==> src/rtl/fetch_stage_pkg.sv <==
// Shared definitions for the fetch stage and the pipeline registers.
// Holds the word width, the HLT opcode and the fetch-state encoding.
package fetch_stage_pkg;

  localparam int WORD_W = 16;
  localparam int OP_MSB = 15;
  localparam int OP_LSB = 12;
  localparam logic [3:0] OP_HLT = 4'hF;

  typedef enum logic [1:0] {
    FETCH = 2'd0,
    HOLD  = 2'd1,
    DRAIN = 2'd2,
    HALT  = 2'd3
  } fetch_state_e;

  function automatic logic [3:0] opcode(input logic [WORD_W-1:0] word);
    return word[OP_MSB:OP_LSB];
  endfunction

  function automatic logic is_hlt(input logic [WORD_W-1:0] word);
    return opcode(word) == OP_HLT;
  endfunction

endpackage

==> src/rtl/ifid_reg.sv <==
// Generic pipeline register: instruction, pc+2 and a valid bit.
// Flush clears only the valid bit and takes priority over load.
module ifid_reg
  import fetch_stage_pkg::*;
#(
  parameter int W = WORD_W
) (
  input  logic         clk,
  input  logic         rst,
  input  logic         load,
  input  logic         flush,
  input  logic [W-1:0] instr_in,
  input  logic [W-1:0] pc_plus2_in,
  output logic [W-1:0] instr,
  output logic [W-1:0] pc_plus2,
  output logic         valid
);

  logic [W-1:0] instr_q, instr_d;
  logic [W-1:0] pc_plus2_q, pc_plus2_d;
  logic         valid_q, valid_d;

  always_comb begin
    instr_d    = instr_q;
    pc_plus2_d = pc_plus2_q;
    valid_d    = valid_q;
    if (flush) begin
      valid_d = 1'b0;
    end else if (load) begin
      instr_d    = instr_in;
      pc_plus2_d = pc_plus2_in;
      valid_d    = 1'b1;
    end
  end

  always_ff @(posedge clk or posedge rst) begin
    if (rst) begin
      instr_q    <= '0;
      pc_plus2_q <= '0;
      valid_q    <= 1'b0;
    end else begin
      instr_q    <= instr_d;
      pc_plus2_q <= pc_plus2_d;
      valid_q    <= valid_d;
    end
  end

  assign instr    = instr_q;
  assign pc_plus2 = pc_plus2_q;
  assign valid    = valid_q;

endmodule

==> src/rtl/fetch_stage.sv <==
// Instruction fetch stage: PC, imem request/ready handshake, skid and
// pending-redirect registers, and the IF/ID pipeline register.
module fetch_stage
  import fetch_stage_pkg::*;
#(
  parameter logic [WORD_W-1:0] RESET_PC = 16'h0000
) (
  input  logic              clk,
  input  logic              rst,
  input  logic              stall,
  input  logic              br_taken,
  input  logic [WORD_W-1:0] br_target,
  output logic              imem_req,
  output logic [WORD_W-1:0] imem_addr,
  input  logic              imem_ready,
  input  logic [WORD_W-1:0] imem_rdata,
  output logic [WORD_W-1:0] ifid_instr,
  output logic [WORD_W-1:0] ifid_pc_plus2,
  output logic              ifid_valid,
  output logic              halted
);

  fetch_state_e      state_q, state_d;
  logic [WORD_W-1:0] pc_q, pc_d;
  logic [WORD_W-1:0] skid_q, skid_d;
  logic [WORD_W-1:0] pending_q, pending_d;
  logic [WORD_W-1:0] pc_plus2;
  logic [WORD_W-1:0] ifid_din;
  logic              ifid_load;
  logic              ifid_flush;

  assign pc_plus2 = pc_q + 16'd2;

  always_ff @(posedge clk or posedge rst) begin
    if (rst) begin
      state_q   <= FETCH;
      pc_q      <= RESET_PC;
      skid_q    <= '0;
      pending_q <= '0;
    end else begin
      state_q   <= state_d;
      pc_q      <= pc_d;
      skid_q    <= skid_d;
      pending_q <= pending_d;
    end
  end

  always_comb begin
    state_d    = state_q;
    pc_d       = pc_q;
    skid_d     = skid_q;
    pending_d  = pending_q;
    ifid_load  = 1'b0;
    ifid_flush = 1'b0;
    ifid_din   = imem_rdata;
    case (state_q)
      FETCH: begin
        if (imem_ready) begin
          if (br_taken) begin
            ifid_flush = 1'b1;
            pc_d       = br_target;
          end else if (!stall) begin
            ifid_load = 1'b1;
            if (is_hlt(imem_rdata)) state_d = HALT;
            else                    pc_d    = pc_plus2;
          end else begin
            skid_d  = imem_rdata;
            state_d = HOLD;
          end
        end else if (br_taken) begin
          // Request still outstanding: remember the target until it drains.
          pending_d  = br_target;
          ifid_flush = 1'b1;
          state_d    = DRAIN;
        end else if (!stall) begin
          ifid_flush = 1'b1;
        end
      end
      HOLD: begin
        ifid_din = skid_q;
        if (br_taken) begin
          ifid_flush = 1'b1;
          pc_d       = br_target;
          state_d    = FETCH;
        end else if (!stall) begin
          ifid_load = 1'b1;
          if (is_hlt(skid_q)) begin
            state_d = HALT;
          end else begin
            pc_d    = pc_plus2;
            state_d = FETCH;
          end
        end
      end
      DRAIN: begin
        ifid_flush = 1'b1;
        if (br_taken) pending_d = br_target;
        if (imem_ready) begin
          // A redirect landing on the drain cycle is newer than pending.
          pc_d    = br_taken ? br_target : pending_q;
          state_d = FETCH;
        end
      end
      HALT: begin
        if (br_taken) begin
          ifid_flush = 1'b1;
          pc_d       = br_target;
          state_d    = FETCH;
        end else if (!stall) begin
          ifid_flush = 1'b1;
        end
      end
      default: state_d = FETCH;
    endcase
  end

  // Memory-side outputs depend on state and pc only.
  always_comb begin
    imem_req  = 1'b0;
    halted    = 1'b0;
    imem_addr = pc_q;
    case (state_q)
      FETCH, DRAIN: imem_req = 1'b1;
      HALT:         halted   = 1'b1;
      default:      ;
    endcase
  end

  ifid_reg #(
    .W(WORD_W)
  ) u_ifid (
    .clk        (clk),
    .rst        (rst),
    .load       (ifid_load),
    .flush      (ifid_flush),
    .instr_in   (ifid_din),
    .pc_plus2_in(pc_plus2),
    .instr      (ifid_instr),
    .pc_plus2   (ifid_pc_plus2),
    .valid      (ifid_valid)
  );

endmodule

==> config.mk <==
export PLATFORM = sky130hd
export DESIGN_NAME = fetch_stage
export DESIGN_NICKNAME = d
export VERILOG_FILES = /design/src/rtl/fetch_stage_pkg.sv /design/src/rtl/ifid_reg.sv /design/src/rtl/fetch_stage.sv
export SDC_FILE = /design/constraint.sdc
export NUM_CORES = 1
export LEC_CHECK = 0
export CAP_MARGIN = 40
export CORE_ASPECT_RATIO = 1.2
export CORE_UTILIZATION = 50
export CTS_BUF_LIST = sky130_fd_sc_hd__clkbuf_16
export DETAILED_ROUTE_END_ITERATION = 16
export HOLD_SLACK_MARGIN = 0.02
export PLACE_DENSITY_LB_ADDON = 0.08
export RECOVER_POWER = 50
export SLEW_MARGIN = 25
export SYNTH_ARGS = -nofsm -noshare
export SYNTH_HDL_FRONTEND = slang
export SYNTH_HIERARCHICAL = 1
export SYNTH_SLANG_ARGS = --single-unit
==> constraint.sdc <==
create_clock -name clk -period 3.35 [get_ports clk]
set_input_delay 0.335 -clock clk [delete_from_list [all_inputs] [get_ports clk]]
set_output_delay 0.335 -clock clk [all_outputs]
set_load 0.05 [all_outputs]
==> run summary, run 1 <==
synthesis-to-finish area growth - 27.3%
Global Route Usage Sum - 24.2%
largest net degree at the start of global routing - 35
Setup crit start - state_q[1]$_DFFE_PP0P_
Post-synth EDFFs - 0
placed insts - 558
Initial Utilization - 51.6%
core area - 8610 um2
routability cong. - 0.828
most frequent cell after synthesis - dfrtp_1
Reg area - 2080 um2
vias after detailed routing - 3317
# hold bufs at CTS - 0
die area - 9260 um2
Clock Tree Buf Depth - 2
minimum clock period - 2.58 ns
Setup CP Type - flip-flop to output port
Sinks on Clock Net - 83
PwrDens - 1020 nW/um2
Via-to-Cell Ratio - 5.77
fin nets - 491
Final Cycle Share - 77.1%
antenna-violating nets left - 0
leakage power - 2.36 nW
grt ovf - 0
Slew @ Worst Pin - 1.75 ns
share of cells above drive strength 1 - 24.7%
Post-route DRC - 0
Max Clk Rate - 387 MHz
Yosys top cell by area - dfrtp_1
Internal Power - 0.00322 W
number of port buffers - 87
max cap viols - 2
Synth top cells by count - dfrtp_1 (83), mux2_2 (50), mux2_4 (32)
initial antenna violation count - 0
worst skew pair latency - 0.34 ns
data required time of the worst path - 3.01 ns
maximum vdd drop - 0.481 mV
R2R depth - 5
GRT Max-Usage Layer - met2
post-detail-place hpwl - 7250 um
post-synth net total - 407
ys async rst share - 100%
max-slew violation count - 66
Cell Area, Synth - 4440 um2
wire per inst - 17.8 um
startpoint types - flip-flop
Ant. Diodes - 0
GR Util met1 - 34.3%
post-synthesis sequential area ratio - 46.8%
Comb power frac - 51.6%
Yosys top cell area share - 46.8%
critical path arrival - 2.25 ns
Reg power frac - 32.7%
slew margin rel. - -16.5%
Synth Instances - 369
Sw Ratio - 44.2%
Clock Skew - 0.00519 ns
filler-free cell count of the finished design - 575
H-tree Lvls - 3
I/O Pins - 88
clk slew on worst S/H paths - 0.06 ns
CP Max Fanout - 9
Die X - 88.0 um
status - complete, but fails checks
number of register bits inferred by synthesis - 83
Synth area leaders - dfrtp_1 (47%), mux2_2 (13%), mux2_4 (11%)
final setup TNS - 0 ns
Rows - 37
failing checks - capacitance limit, slew limit
CP Capture Type - output port
multi-input logic area - 2150 um2
Most used DFF post-synth - dfrtp_1
unrepaired setup endpoints after global routing - false
DRT iter0 DRCs - 189
Post-CTS Resized - 0
Synth Area per Inst - 12.0 um2
CTS tree - yes
synth warn - 6
Reg2Reg Launch Point - state_q[1]$_DFFE_PP0P_
Clock power frac - 15.7%
met2 GRT Util - 36.8%
Hold Fails Final Rpt - 0
Netlist cell types - 52
Post-Route WL - 10200 um
CTS Buf Count - 9
Post-CTS Setup Bufs - 0
Filler cells - 719
die height - 105 um
Switching Power - 0.00255 W
GR Util met3 - 3.37%
worst hold path type - primary input to async pin
Root Buffer - clkbuf_16
vias in the first global route - 3338
Final setup viols - 0
drt pass-1 iters - 5
first-pass GRT wire length - 17200 um
## cell type report
type / count / area share, %
clock buffers: 9 / 3.98
clock inverters: 7 / 0.775
inverters: 8 / 0.531
multi-input cells: 250 / 38.0
flip-flops and latches: 83 / 36.7
well taps: 117 / 2.59
repair buffers: 101 / 17.4
## metal layers
layer | vias to the layer above | share of wire, %
met2 | 125 | 48
li1 | 1553 | -
met1 | 1621 | 43
met3 | 18 | 6.3
met4 | 0 | 2.2
met5 | - | 0
## final timing paths
kind | slack (ns) | endpoint
worst max register to register | 0.97 | u_ifid/pc_plus2[8]$_DFFE_PP0P_
worst min-delay path | 0.35 | imem_addr[15]$_DFFE_PP0P_
min in group clk | 0.49 | pending_q[3]$_DFFE_PP0P_
max in group asynchronous | 0.93 | skid_q[0]$_DFFE_PP0P_
worst max-delay path | 0.77 | halted
worst min register to register | 0.49 | pending_q[3]$_DFFE_PP0P_
## power groups by stage
stage / sequential (W) / clock (W) / combinational (W)
finish: 0.00188 / 0.000907 / 0.00297
global route: 0.00195 / 0.000966 / 0.00316
CTS: 0.00189 / 0.000927 / 0.00304
detailed placement: 0.00190 / 0 / 0.00303
global placement: 0.00188 / 0 / 0.00299
floorplan: 0.00272 / 0 / 0.00127
## worst max-delay path, cell delays in order, from the launching register on
cell	delay (ns)
dfrtp_1	0.49
clkinv_1	0.34
nor2_1	0.22
clkdlybuf4s50_1	0.85
## through the flow
stage / hold slack, ns / area [um2] / worst slack, ns / total power, W / util [%]
finish: 0.349 / 5650 / 0.769 / 0.00576 / 65.6
global route: 0.387 / 5650 / 0.436 / 0.00608 / 65.6
CTS: 0.471 / 5660 / 0.815 / 0.00585 / 65.7
detailed placement: 0.479 / 5390 / 0.588 / 0.00493 / 62.6
global placement: 0.474 / 5380 / 0.692 / 0.00487 / 62.4
floorplan: 0.459 / 4440 / 1.23 / 0.00399 / -
## flip-flops by register name (all words and copies together) (netlist names)
name	count
skid_q	16
imem_addr	16
u_ifid/valid	1
state_q	2
u_ifid/pc_plus2	16
pending_q	16
u_ifid/instr	16
## cell usage in the layout (no fill, tap or decap), types with 8 or more instances in the layout
cell type / Yosys / layout
nor3_1: 10 / 10
nand2_1: 16 / 16
mux2_4: 32 / 32
dfrtp_1: 83 / 83
a22o_1: 9 / 9
nor2_1: 18 / 18
xor2_1: 9 / 9
o21ai_0: 13 / 13
a21oi_1: 11 / 11
nand4_1: 8 / 8
clkbuf_16: 0 / 9
buf_4: 1 / 9
clkdlybuf4s50_1: 0 / 62
mux2_2: 50 / 50
dlygate4sd3_1: 0 / 25
## cells by family after synthesis
group,share of synthesized area [%]
muxes,24.0
buffers and inverters,4.85
AOI/OAI and AO/OA,12.2
xor gates and xnor gates,2.56
and+or+nand+nor,9.38
adders and majority gates,0.282
DFF,46.8
Note: power is estimated with default switching activity, not from simulation.
==> run 2: changes to the inputs <==
--- a/config.mk
+++ b/config.mk
@@ -7,7 +7,7 @@
 export LEC_CHECK = 0
 export CAP_MARGIN = 40
 export CORE_ASPECT_RATIO = 1.2
-export CORE_UTILIZATION = 50
+export CORE_UTILIZATION = 47
 export CTS_BUF_LIST = sky130_fd_sc_hd__clkbuf_16
 export DETAILED_ROUTE_END_ITERATION = 16
 export HOLD_SLACK_MARGIN = 0.02
==> constraint.sdc (replaced) <==
create_clock -name clk -period 2.1 [get_ports clk]
set_input_delay 0.21 -clock clk [delete_from_list [all_inputs] [get_ports clk]]
set_output_delay 0.21 -clock clk [all_outputs]
set_load 0.05 [all_outputs]
==> run 2 against run 1 <==
Against the previous run:
- the run now ends clean
- via count up 2.8%
- final cell count is 4.3% higher
- power increased by 66%
- die area is 6.2% higher
- sequential cell count stayed put
- clock skew up 0.0050 ns
- critical path depth is 2 lower
- sequential share of layout area is 1.5 points lower
- count of clock-buffer cells in the layout is the same
- sequential power up 58%
- register-to-register slack got worse by 0.76 ns
- global-route usage decreased by 1.0 points
- largest cell class unchanged
==> run summary, run 2 (same netlist as run 1, synthesis figures left out) <==
status - finished, final reports clean
Setup CP Type - flip-flop to output port
max cap viols - 0 (-2)
Hold WS - 0.336 ns (-0.0140 ns)
Post-Place Setup Slack - -0.00677 ns (-0.595 ns)
Reg area - 2080 um2 (unchanged)
share of cells above drive strength 1 - 29.2% (+4.5 points)
final setup TNS - 0 ns (unchanged)
grt ovf - 0 (unchanged)
core area - 9130 um2 (+6.0%)
Max Clk Rate - 512 MHz
worst path cell trace - clkdlybuf4s50_1
highest-delay cell along the critical path - clkdlybuf4s50_1
Hold Fails Final Rpt - 0 (unchanged)
Clock Tree Buf Depth - 2 (unchanged)
largest net degree at the start of global routing - 36 (+2.9%)
WL met2 - 5060 um (+2.0%)
Crit path max-delay family - buffers and inverters
Final setup viols - 0 (unchanged)
CP peak stage delay - 0.88 ns (+0.03 ns)
fin nets - 513 (+4.5%)
Global Route Usage Sum - 23.1% (-1.0 points)
CP Max Fanout - 8 (-1)
# hold bufs at CTS - 0 (unchanged)
Die X - 90.7 um (+3.1%)
synthesis-to-finish area growth - 32.6%
Initial Utilization - 48.6% (-2.9 points)
Slew @ Worst Pin - 1.05 ns (-0.700 ns)
Filler cells - 725 (+0.83%)
die height - 108 um (+3.1%)
first-pass GRT wire length - 17700 um (+3.2%)
slew margin rel. - 30.1% (+47 points)
PwrDens - 1620 nW/um2 (+59%)
Final Cycle Share - 93.0%
drt pass-1 iters - 5 (unchanged)
CP Capture Type - output port
routability cong. - 0.896 (+8.2%)
leakage power - 2.50 nW (+5.8%)
vias in the first global route - 3412 (+2.2%)
post-detail-place hpwl - 7520 um (+3.7%)
data required time of the worst path - 1.89 ns (-1.12 ns)
worst skew pair latency - 0.33 ns (about the same)
R2R depth - 6 (+1)
clk slew on worst S/H paths - 0.06 ns (about the same)
unrepaired setup endpoints after global routing - false
Post-route DRC - 0 (unchanged)
die area - 9840 um2 (+6.2%)
Final WS setup - 0.146 ns (-0.622 ns)
critical path arrival - 1.74 ns (-0.51 ns)
Ant. Diodes - 0 (unchanged)
I/O Pins - 88 (unchanged)
Rows - 38 (+2.7%)
max-slew violation count - 0 (-100%)
CTS tree - yes
Post-CTS Setup Bufs - 0 (unchanged)
worst hold path type - primary input to async pin
R2R Path End - imem_addr[8]$_DFFE_PP0P_
Reg2Reg Launch Point - state_q[0]$_DFFE_PP0P_
minimum clock period - 1.95 ns
met1 wire length - 4790 um (+8.7%)
highest routed layer - met4
Post-Route WL - 10600 um (+4.0%)
met3 WL - 688 um (+6.7%)
Worst Path Buf+Inv - 1 (-1)
H-tree Lvls - 3 (unchanged)
Via-to-Cell Ratio - 5.68 (-1.5%)
DRT iter0 DRCs - 307 (+62%)
number of port buffers - 87 (unchanged)
most frequent cells in the layout - dfrtp_1 (83), clkdlybuf4s50_1 (67), mux2_2 (50)
maximum vdd drop - 0.668 mV (+39%)
Root Buffer - clkbuf_16
Worst R2R Setup Slack - 0.21 ns (-0.76 ns)
initial antenna violation count - 0 (unchanged)
wire per inst - 17.7 um (-0.37%)
Post-CTS Resized - 0 (unchanged)
multi-input logic area - 2150 um2 (+0.29%)
startpoint types - flip-flop
CTS Buf Count - 9 (unchanged)
Clock Skew - 0.0102 ns (+0.00497 ns)
vias after detailed routing - 3409 (+2.8%)
Sinks on Clock Net - 83 (unchanged)
antenna-violating nets left - 0 (unchanged)
commonest non-fill, non-tap cell in the layout - dfrtp_1
[run 2: power breakdown]
| group | switching, W | leakage, nW | internal (W) | total, W |
|---|---|---|---|---|
| Sequential | 0.000609 | 1.01 | 0.00236 | 0.00297 |
| Combinational | 0.00287 | 1.34 | 0.00213 | 0.00500 |
| Clock | 0.000668 | 0.142 | 0.000930 | 0.00160 |
| Total | 0.00414 | 2.50 | 0.00542 | 0.00956 |
[run 2: how the worst max path moves through the flow]
| stage | startpoint | to | slack, ns | cells past startpoint |
|---|---|---|---|---|
| floorplan | imem_addr[1]$_DFFE_PP0P_ | u_ifid/pc_plus2[13]$_DFFE_PP0P_ | -0.003 | 6 |
| CTS | imem_addr[5]$_DFFE_PP0P_ | imem_addr[5] | 0.13 | 1 |
| global placement | br_taken | imem_addr[13]$_DFFE_PP0P_ | 0.02 | 6 |
| global route | rst | imem_addr[8]$_DFFE_PP0P_ | 0.03 | 3 |
| detailed placement | br_taken | u_ifid/pc_plus2[8]$_DFFE_PP0P_ | -0.007 | 6 |
| finish | imem_addr[5]$_DFFE_PP0P_ | imem_addr[5] | 0.15 | 1 |
[run 2: metrics by stage]
stage,cell area [um2],power [W],cells,utilization [%]
global route,5890,0.0101,600,64.5
detailed placement,5620,0.00806,584,61.6
global placement,5620,0.00798,583,61.5
CTS,5920,0.00970,600,64.9
finish,5890,0.00956,600,64.5
floorplan,4450,0.00636,369,-
[run 2: per-layer routing]
layer | vias to the layer above | track usage [%]
li1 | 1588 | -
met1 | 1674 | 31.1
met2 | 141 | 37.4
met3 | 6 | 4.08
met4 | 0 | 8.76
met5 | - | 0
[run 2: layout make-up]
class	count	share of cell area, %
Multi-Input combinational cell	250	36.6
Sequential cell	83	35.3
Timing Repair Buffer	123	19.9
Clock buffer	9	3.83
Tap cell	120	2.55
Clock inverter	7	1.30
Inverter	8	0.510
==> run 3: changes to the inputs <==
--- a/config.mk
+++ b/config.mk
@@ -5,7 +5,7 @@
 export SDC_FILE = /design/constraint.sdc
 export NUM_CORES = 1
 export LEC_CHECK = 0
-export CAP_MARGIN = 40
+export CAP_MARGIN = 20
 export CORE_ASPECT_RATIO = 1.2
 export CORE_UTILIZATION = 47
 export CTS_BUF_LIST = sky130_fd_sc_hd__clkbuf_16
==> run 3 against run 2 <==
Against the previous run:
- clock skew down 0.0035 ns
- utilization is 0.36 points lower
- register-to-register slack worse by 0.03 ns
- worst hold slack gained 0.0077 ns
==> run summary, run 3 (same netlist as run 1, synthesis figures left out) <==
Via-to-Cell Ratio - 5.71 (+0.46%)
CP peak stage delay - 0.88 ns (about the same)
Reg2Reg Launch Point - state_q[1]$_DFFE_PP0P_
slew margin rel. - 29.9% (-0.17 points)
Rows - 38 (unchanged)
first-pass GRT wire length - 17700 um (-0.50%)
Post-CTS Resized - 0 (unchanged)
leakage power - 2.47 nW (-1.0%)
I/O Pins - 88 (unchanged)
Max Clk Rate - 508 MHz (-0.75%)
CP Max Fanout - 8 (unchanged)
Setup CP Type - flip-flop to output port
wire per inst - 17.8 um (+0.14%)
R2R Path End - u_ifid/pc_plus2[8]$_DFFE_PP0P_
maximum vdd drop - 0.673 mV (+0.72%)
critical path arrival - 1.76 ns (+0.02 ns)
worst skew pair latency - 0.34 ns (about the same)
fin nets - 512 (-0.19%)
Clock Skew - 0.00669 ns (-0.00347 ns)
grt ovf - 0 (unchanged)
vias in the first global route - 3414 (+0.059%)
placed insts - 583 (-0.17%)
Final Cycle Share - 93.7% (+0.70 points)
most frequent cells in the layout - dfrtp_1 (83), clkdlybuf4s50_1 (74), mux2_2 (50)
post-detail-place hpwl - 7540 um (+0.16%)
CTS tree - yes
startpoint types - flip-flop
PwrDens - 1610 nW/um2 (-0.69%)
final setup TNS - 0 ns (unchanged)
CTS Buf Count - 9 (unchanged)
Hold Fails Final Rpt - 0 (unchanged)
Root Buffer - clkbuf_16
Worst Path Buf+Inv - 1 (unchanged)
Initial Utilization - 48.6% (unchanged)
largest net degree at the start of global routing - 36 (unchanged)
die area - 9840 um2 (unchanged)
commonest non-fill, non-tap cell in the layout - dfrtp_1
unrepaired setup endpoints after global routing - false
data required time of the worst path - 1.89 ns (about the same)
max-slew violation count - 0 (unchanged)
Worst R2R Setup Slack - 0.18 ns (-0.03 ns)
vias after detailed routing - 3419 (+0.29%)
Post-CTS Setup Bufs - 0 (unchanged)
die height - 108 um (unchanged)
routability cong. - 0.896 (unchanged)
# hold bufs at CTS - 0 (unchanged)
Ant. Diodes - 0 (unchanged)
filler-free cell count of the finished design - 599 (-0.17%)
Hold WS - 0.343 ns (+0.00775 ns)
Post-route DRC - 0 (unchanged)
DRT iter0 DRCs - 186 (-39%)
highest-delay cell along the critical path - clkdlybuf4s50_1
Post-Route WL - 10600 um (about the same)
minimum clock period - 1.97 ns (+0.0148 ns)
number of port buffers - 87 (unchanged)
initial antenna violation count - 0 (unchanged)
H-tree Lvls - 3 (unchanged)
Sinks on Clock Net - 83 (unchanged)
Die X - 90.7 um (unchanged)
Final setup viols - 0 (unchanged)
share of cells above drive strength 1 - 29.0% (-0.15 points)
worst path cell trace - clkdlybuf4s50_1
status - finished, final reports clean
Clock Tree Buf Depth - 2 (unchanged)
Crit path max-delay family - buffers and inverters
max cap viols - 0 (unchanged)
drt pass-1 iters - 7 (+2)
core area - 9130 um2 (unchanged)
clk slew on worst S/H paths - 0.06 ns (about the same)
Filler cells - 736 (+1.5%)
Global Route Usage Sum - 23.3% (+0.17 points)
R2R depth - 5 (-1)
antenna-violating nets left - 0 (unchanged)
worst hold path type - primary input to async pin
synthesis-to-finish area growth - 31.8%
Slew @ Worst Pin - 1.05 ns (+0.00252 ns)
CP Capture Type - output port
-- run 3: cell types whose count changed in the layout (fill, tap and decap cells not counted) --
| cell | previous run | this run |
|---|---|---|
| clkdlybuf4s50_1 | 67 | 74 |
| bufinv_16 | 1 | 0 |
| buf_4 | 32 | 31 |
| clkinv_2 | 1 | 2 |
| dlygate4sd3_1 | 18 | 11 |
-- run 3: report_power, final --
| part | switching, W | total [W] | internal (W) |
|---|---|---|---|
| Sequential | 0.000611 | 0.00297 | 0.00236 |
| Clock | 0.000660 | 0.00147 | 0.000806 |
| Combinational | 0.00286 | 0.00501 | 0.00215 |
-- run 3: how the worst max path moves through the flow --
stage,startpoint,depth (start not counted),to,slack [ns]
global route,rst,3,imem_addr[3]$_DFFE_PP0P_,0.03
detailed placement,br_taken,6,u_ifid/pc_plus2[8]$_DFFE_PP0P_,-0.04
CTS,imem_addr[5]$_DFFE_PP0P_,1,imem_addr[5],0.12
finish,imem_addr[5]$_DFFE_PP0P_,1,imem_addr[5],0.13
global placement,br_taken,6,imem_addr[13]$_DFFE_PP0P_,0.02
floorplan,imem_addr[1]$_DFFE_PP0P_,6,u_ifid/pc_plus2[13]$_DFFE_PP0P_,-0.003
-- run 3: through the flow --
stage	util [%]	power [W]	instance area, um2	setup slack, ns
after global placement	61.5	0.00798	5620	0.0237
after CTS	64.5	0.00957	5890	0.118
after global routing	64.1	0.00996	5850	0.0261
final	64.1	0.00945	5850	0.132
after detailed placement	61.5	0.00806	5620	-0.0394
after floorplan	-	0.00636	4450	-0.00301
-- run 3: layout make-up --
cell class	instances	area, um2	share of cell area [%]
tap	120	150	2.56
multi-input combinational	250	2150	36.8
inverter	8	30.0	0.513
clock buffer	9	225	3.85
sequential	83	2080	35.5
timing repair buffer	122	1170	19.9
clock inverter	7	51.3	0.876
-- run 3: per-layer routing --
metal	track usage, %	vias to the layer above	part of all wire [%]
met1	31.5	1682	45
met4	10.3	0	1.7
li1	-	1586	-
met3	2.67	13	4.9
met2	38.0	138	48
met5	0	-	0
==> variant 1: new RTL, config.mk and constraints of run 3 <==
Add an input register stage for `br_target`, with the module's reset; this delays it by one clock. The other inputs are not delayed to match.
--- a/src/rtl/fetch_stage.sv
+++ b/src/rtl/fetch_stage.sv
@@ -20,4 +20,14 @@
   output logic              halted
 );
+
+  logic [WORD_W-1:0] br_target_q;
+
+  always_ff @(posedge clk or posedge rst) begin
+    if (rst) begin
+      br_target_q <= '0;
+    end else begin
+      br_target_q <= br_target;
+    end
+  end
 
   fetch_state_e      state_q, state_d;
@@ -59,5 +69,5 @@
           if (br_taken) begin
             ifid_flush = 1'b1;
-            pc_d       = br_target;
+            pc_d       = br_target_q;
           end else if (!stall) begin
             ifid_load = 1'b1;
@@ -70,5 +80,5 @@
         end else if (br_taken) begin
           // Request still outstanding: remember the target until it drains.
-          pending_d  = br_target;
+          pending_d  = br_target_q;
           ifid_flush = 1'b1;
           state_d    = DRAIN;
@@ -81,5 +91,5 @@
         if (br_taken) begin
           ifid_flush = 1'b1;
-          pc_d       = br_target;
+          pc_d       = br_target_q;
           state_d    = FETCH;
         end else if (!stall) begin
@@ -95,8 +105,8 @@
       DRAIN: begin
         ifid_flush = 1'b1;
-        if (br_taken) pending_d = br_target;
+        if (br_taken) pending_d = br_target_q;
         if (imem_ready) begin
           // A redirect landing on the drain cycle is newer than pending.
-          pc_d    = br_taken ? br_target : pending_q;
+          pc_d    = br_taken ? br_target_q : pending_q;
           state_d = FETCH;
         end
@@ -105,5 +115,5 @@
         if (br_taken) begin
           ifid_flush = 1'b1;
-          pc_d       = br_target;
+          pc_d       = br_target_q;
           state_d    = FETCH;
         end else if (!stall) begin
Behaviour: not the same (Yosys sat finds a counterexample within 4 cycles, from zero or initial values and one cycle with rst high).
==> variant 1 against run 3 <==
  * Non-clock buffer count down 15
  * Worst setup slack improved by 35 ps
  * Clock power up 16%
  * Area after synthesis up 7.2%
  * Final area up 4.1%
  * Sequential cell count rose by 16
  * Wire length fell by 10%
  * First-iteration DRC count fell by 23%
  * Power shrank 12%
  * Critical endpoint is now imem_addr[15]$_DFFE_PP0P_
  * Largest cell class is now flip-flops and latches
  * Highest routed layer unchanged
==> variant 1: results (changes against run 3) <==
Status -> complete, no violations
Global-route total usage across every layer -> 0.192 (-0.0416)
Hold depth -> 1
Vias in the first global route -> 3078 (-9.8%)
Initial DRC Count -> 144 (-23%)
M1 wire length -> 4400 um (-9.0%)
First-pass GRT wire length -> 15500 um (-12%)
Sequential cell area fraction in the yosys report -> 0.521 (+0.0528)
Register clock-pin slew on the reported worst setup and hold paths -> 70 ps
WL met2 -> 4570 um (-10%)
# resized after CTS -> 0 (unchanged)
End of the critical path -> imem_addr[15]$_DFFE_PP0P_
Xor/xnor cell area share of the yosys netlist -> 0.0239 (-0.00172)
Highest metal used -> met4
Non-Filler Instances -> 597 (-0.33%)
Count of cell types in the netlist -> 49 (-5.8%)
Grt met3 use -> 0.0427 (+0.0160)
Reg2Reg Depth -> 6 (+1)
Critical Path AT -> 2150 ps (+390 ps)
Synth area leaders -> dfrtp_1 (52%), mux2_2 (12%), mux2_4 (9.5%)
Post-Place Cell Area -> 5800 sq um (+3.3%)
Max FO, Critical Path -> 32 (+24)
Initial antenna violation count -> 0 (unchanged)
Detailed-route wire length -> 9540 um (-10%)
Worst hold path class -> primary input to register
Root buffer cell -> clkbuf_16
Final setup skew -> 6.02 ps (-0.669 ps)
Dpl ws -> -51.6 ps (-12.2 ps)
R2r setup slk -> 170 ps
Sw frac -> 0.391 (-0.0460)
Tightest Pin Transition -> 801 ps (-249 ps)
Skew-Pair Late Insertion Delay -> 340 ps (about the same)
Critical Path Max Stage Delay -> 510 ps (-370 ps)
Adder-cell share of the synthesized area -> 0.00263 (-0.000189)
Multiplexer share of the synthesized area -> 0.215 (-0.0247)
Vias after detailed routing -> 3218 (-5.9%)
Slowest CP cell -> dfrtp_1
CP startpoint -> state_q[0]$_DFFE_PP0P_
Net Count, Synth -> 416 (+2.2%)
Post-DP HPWL -> 7020 um (-6.8%)
Leakage power -> 2.61 nW (+5.5%)
Peak supply drop -> 0.000574 V (-15%)
Syn. warnings -> 6 (unchanged)
Final net count -> 507 (-0.98%)
Routability congestion estimate -> 0.829 (-7.4%)
Largest delay share family, worst path -> simple AND/OR/NAND/NOR gates
Post-synthesis compound-gate area fraction -> 0.114 (-0.00816)
Mean Syn Cell Area -> 12.6 sq um (+4.6%)
Min Tclk post-route -> 1930 ps (-35.2 ps)
Met3 wire length -> 396 um (-24%)
Top cells by count, synth -> dfrtp_1 (99), mux2_2 (50), mux2_4 (30)
Ratio of cells with drive above 1 in the final layout -> 0.251 (-0.0391)
Minimum hold slack -> 421 ps (+78.1 ps)
First-pass iteration count of the detailed router -> 4 (-3)
Met1 Usage GRT -> 0.262 (-0.0525)
Dpl cells -> 581 (-0.34%)
Share of the synthesized area in the top cell type -> 0.521 (+0.0528)
Largest net degree at the start of global routing -> 50 (+39%)
IO Port Bufs -> 87 (unchanged)
Grt met2 use -> 0.298 (-0.0816)
-- variant 1: cell types whose count changed in the layout (fill, tap and decap cells not counted), sizes merged, moves of 5 or more --
cell	run 3	this run
o22ai	0	8
o21ai	14	19
o2bb2ai	7	1
dfrtp	83	99
dlygate4sd3	11	23
buf	34	19
o2111ai	5	0
a22o	9	17
clkdlybuf4s50	74	62
-- variant 1: power groups by stage --
stage                     Sequential, mW  Combinational, mW  Clock, mW
final                               3.01               3.65       1.70
after global routing                3.10               3.83       1.83
after CTS                           3.01               3.71       1.74
after detailed placement            3.05               3.70          0
after global placement              3.02               3.66          0
after floorplan                     4.25               1.30          0
-- variant 1: area by class of cell --
cell class / instances / area (sq um)
Fill cell: 763 / 3570
Sequential cell: 99 / 2480
Multi-Input combinational cell: 243 / 2040
Timing Repair Buffer: 107 / 1070
Clock buffer: 9 / 225
Tap cell: 123 / 154
Clock inverter: 7 / 83.8
Inverter: 9 / 35.0
==> variant 2: new RTL, config.mk and constraints of run 3 <==
Without the edit above. The 4 states of `fetch_state_e` get a one-hot encoding in 4 bits.
--- a/src/rtl/fetch_stage_pkg.sv
+++ b/src/rtl/fetch_stage_pkg.sv
@@ -8,9 +8,9 @@
   localparam logic [3:0] OP_HLT = 4'hF;
 
-  typedef enum logic [1:0] {
-    FETCH = 2'd0,
-    HOLD  = 2'd1,
-    DRAIN = 2'd2,
-    HALT  = 2'd3
+  typedef enum logic [3:0] {
+    FETCH = 4'b0001,
+    HOLD  = 4'b0010,
+    DRAIN = 4'b0100,
+    HALT  = 4'b1000
   } fetch_state_e;
 
Function: no difference found for any inputs over 4 cycles, from zero or initial values and one cycle with rst high; so few cycles prove little.
==> variant 2 against run 3 <==
  * The flow now finishes with violations (setup timing)
  * Critical path depth rose by 8
  * Non-clock buffer count rose by 20
  * Wire length rose by 13%
  * First-iteration DRC count rose by 33%
  * Utilization rose by 3.2 points
  * Final cell count rose by 4.5%
  * Worst setup slack got worse by 140 ps
  * Power rose by 15%
  * Sequential share of layout area fell by 2.7 points
  * Area after synthesis rose by 7.0%
  * Final area rose by 11%
  * Sequential cell count rose by 2
  * Critical path type is now register to register
  * Highest routed layer unchanged
==> variant 2: results (changes against run 3) <==
Status -> complete, but fails checks
Failing checks -> setup timing
Dpl cells -> 594 (+1.9%)
Buffers, non-clock -> 142 (+16%)
Critical Path AT -> 2330 ps (+570 ps)
Minimum hold slack -> 494 ps (+151 ps)
FF+latch count -> 85 (+2.4%)
Tightest Pin Transition -> 1070 ps (+18.3 ps)
Grt met2 use -> 0.384 (+0.00456)
Met1 Usage GRT -> 0.284 (-0.0307)
WL met2 -> 6090 um (+19%)
Xor/xnor cell area share of the yosys netlist -> 0.0258 (+0.000155)
Post-Place Cell Area -> 5960 sq um (+6.1%)
M1 wire length -> 4900 um (+1.3%)
Grt met3 use -> 0.0583 (+0.0315)
Post-synthesis compound-gate area fraction -> 0.112 (-0.0101)
Routed vias/inst -> 5.70 (-0.20%)
Worst hold path class -> register to register
Multi-input logic area -> 2410 sq um (+12%)
Ratio of cells with drive above 1 in the final layout -> 0.378 (+0.0875)
Final net count -> 536 (+4.7%)
Clock-cell share of area -> 0.0450 (-0.00222)
First-pass iteration count of the detailed router -> 5 (-2)
First-pass GRT wire length -> 18600 um (+5.6%)
Synth area leaders -> dfrtp_1 (44%), mux2_2 (11%), mux2_4 (10%)
Count of cell types in the netlist -> 69 (+33%)
Fill cells -> 730 (-0.82%)
Net Count, Synth -> 411 (+0.98%)
# rows -> 39 (+2.6%)
Adder-cell share of the synthesized area -> 0.00263 (-0.000185)
Met3 wire length -> 725 um (+40%)
Pwr dens -> 1670 nW/um^2 (+3.7%)
FF+latch area -> 2130 sq um (+2.7%)
#MultiIn Comb -> 252 (+0.80%)
Initial DRC Count -> 248 (+33%)
Critical Path Max Stage Delay -> 480 ps (-400 ps)
# setup viols final -> 6 (+6)
Mean Syn Cell Area -> 12.7 sq um (+5.9%)
Top cells by count, synth -> dfrtp_1 (84), mux2_2 (47), mux2_4 (33)
Post-DP HPWL -> 7940 um (+5.4%)
Peak supply drop -> 0.000869 V (+29%)
# resized after CTS -> 3 (+3)
Setup_tns -> -14.9 ps (-14.9 ps)
Largest net degree at the start of global routing -> 34 (-5.6%)
Routability congestion estimate -> 0.833 (-7.0%)
Setup Buffers After CTS -> 0 (unchanged)
Largest delay share family, worst path -> flip-flops
Reg2Reg Depth -> 9 (+4)
Non-Filler Instances -> 626 (+4.5%)
Global-route total usage across every layer -> 0.231 (-0.00210)
Leakage power -> 2.73 nW (+11%)
Dpl ws -> -198 ps (-158 ps)
Wirelength per Cell -> 19.2 um (+7.8%)
Final setup skew -> 5.32 ps (-1.37 ps)
Fin worst setup slack -> -8.37 ps (-140 ps)
Slowest CP cell -> dfrtp_2
Vias in the first global route -> 3656 (+7.1%)
==> variant 2: power by group <==
| group | internal (mW) | switching, mW | leakage [nW] |
|---|---|---|---|
| Combinational | 2.85 | 3.46 | 1.56 |
| Clock | 0.914 | 0.661 | 0.143 |
| Sequential | 2.45 | 0.547 | 1.03 |
| Total | 6.21 | 4.67 | 2.73 |
==> variant 2: final timing paths <==
| path | from | to |
|---|---|---|
| max | state_q[2]$_DFFE_PP0P_ | u_ifid/pc_plus2[11]$_DFFE_PP0P_ |
| min | pending_q[2]$_DFFE_PP0P_ | pending_q[2]$_DFFE_PP0P_ |
| max reg2reg | state_q[2]$_DFFE_PP0P_ | u_ifid/pc_plus2[11]$_DFFE_PP0P_ |
| min reg2reg | pending_q[2]$_DFFE_PP0P_ | pending_q[2]$_DFFE_PP0P_ |
| max in group asynchronous | rst | imem_addr[2]$_DFFE_PP0P_ |
| min in group asynchronous | rst | skid_q[5]$_DFFE_PP0P_ |
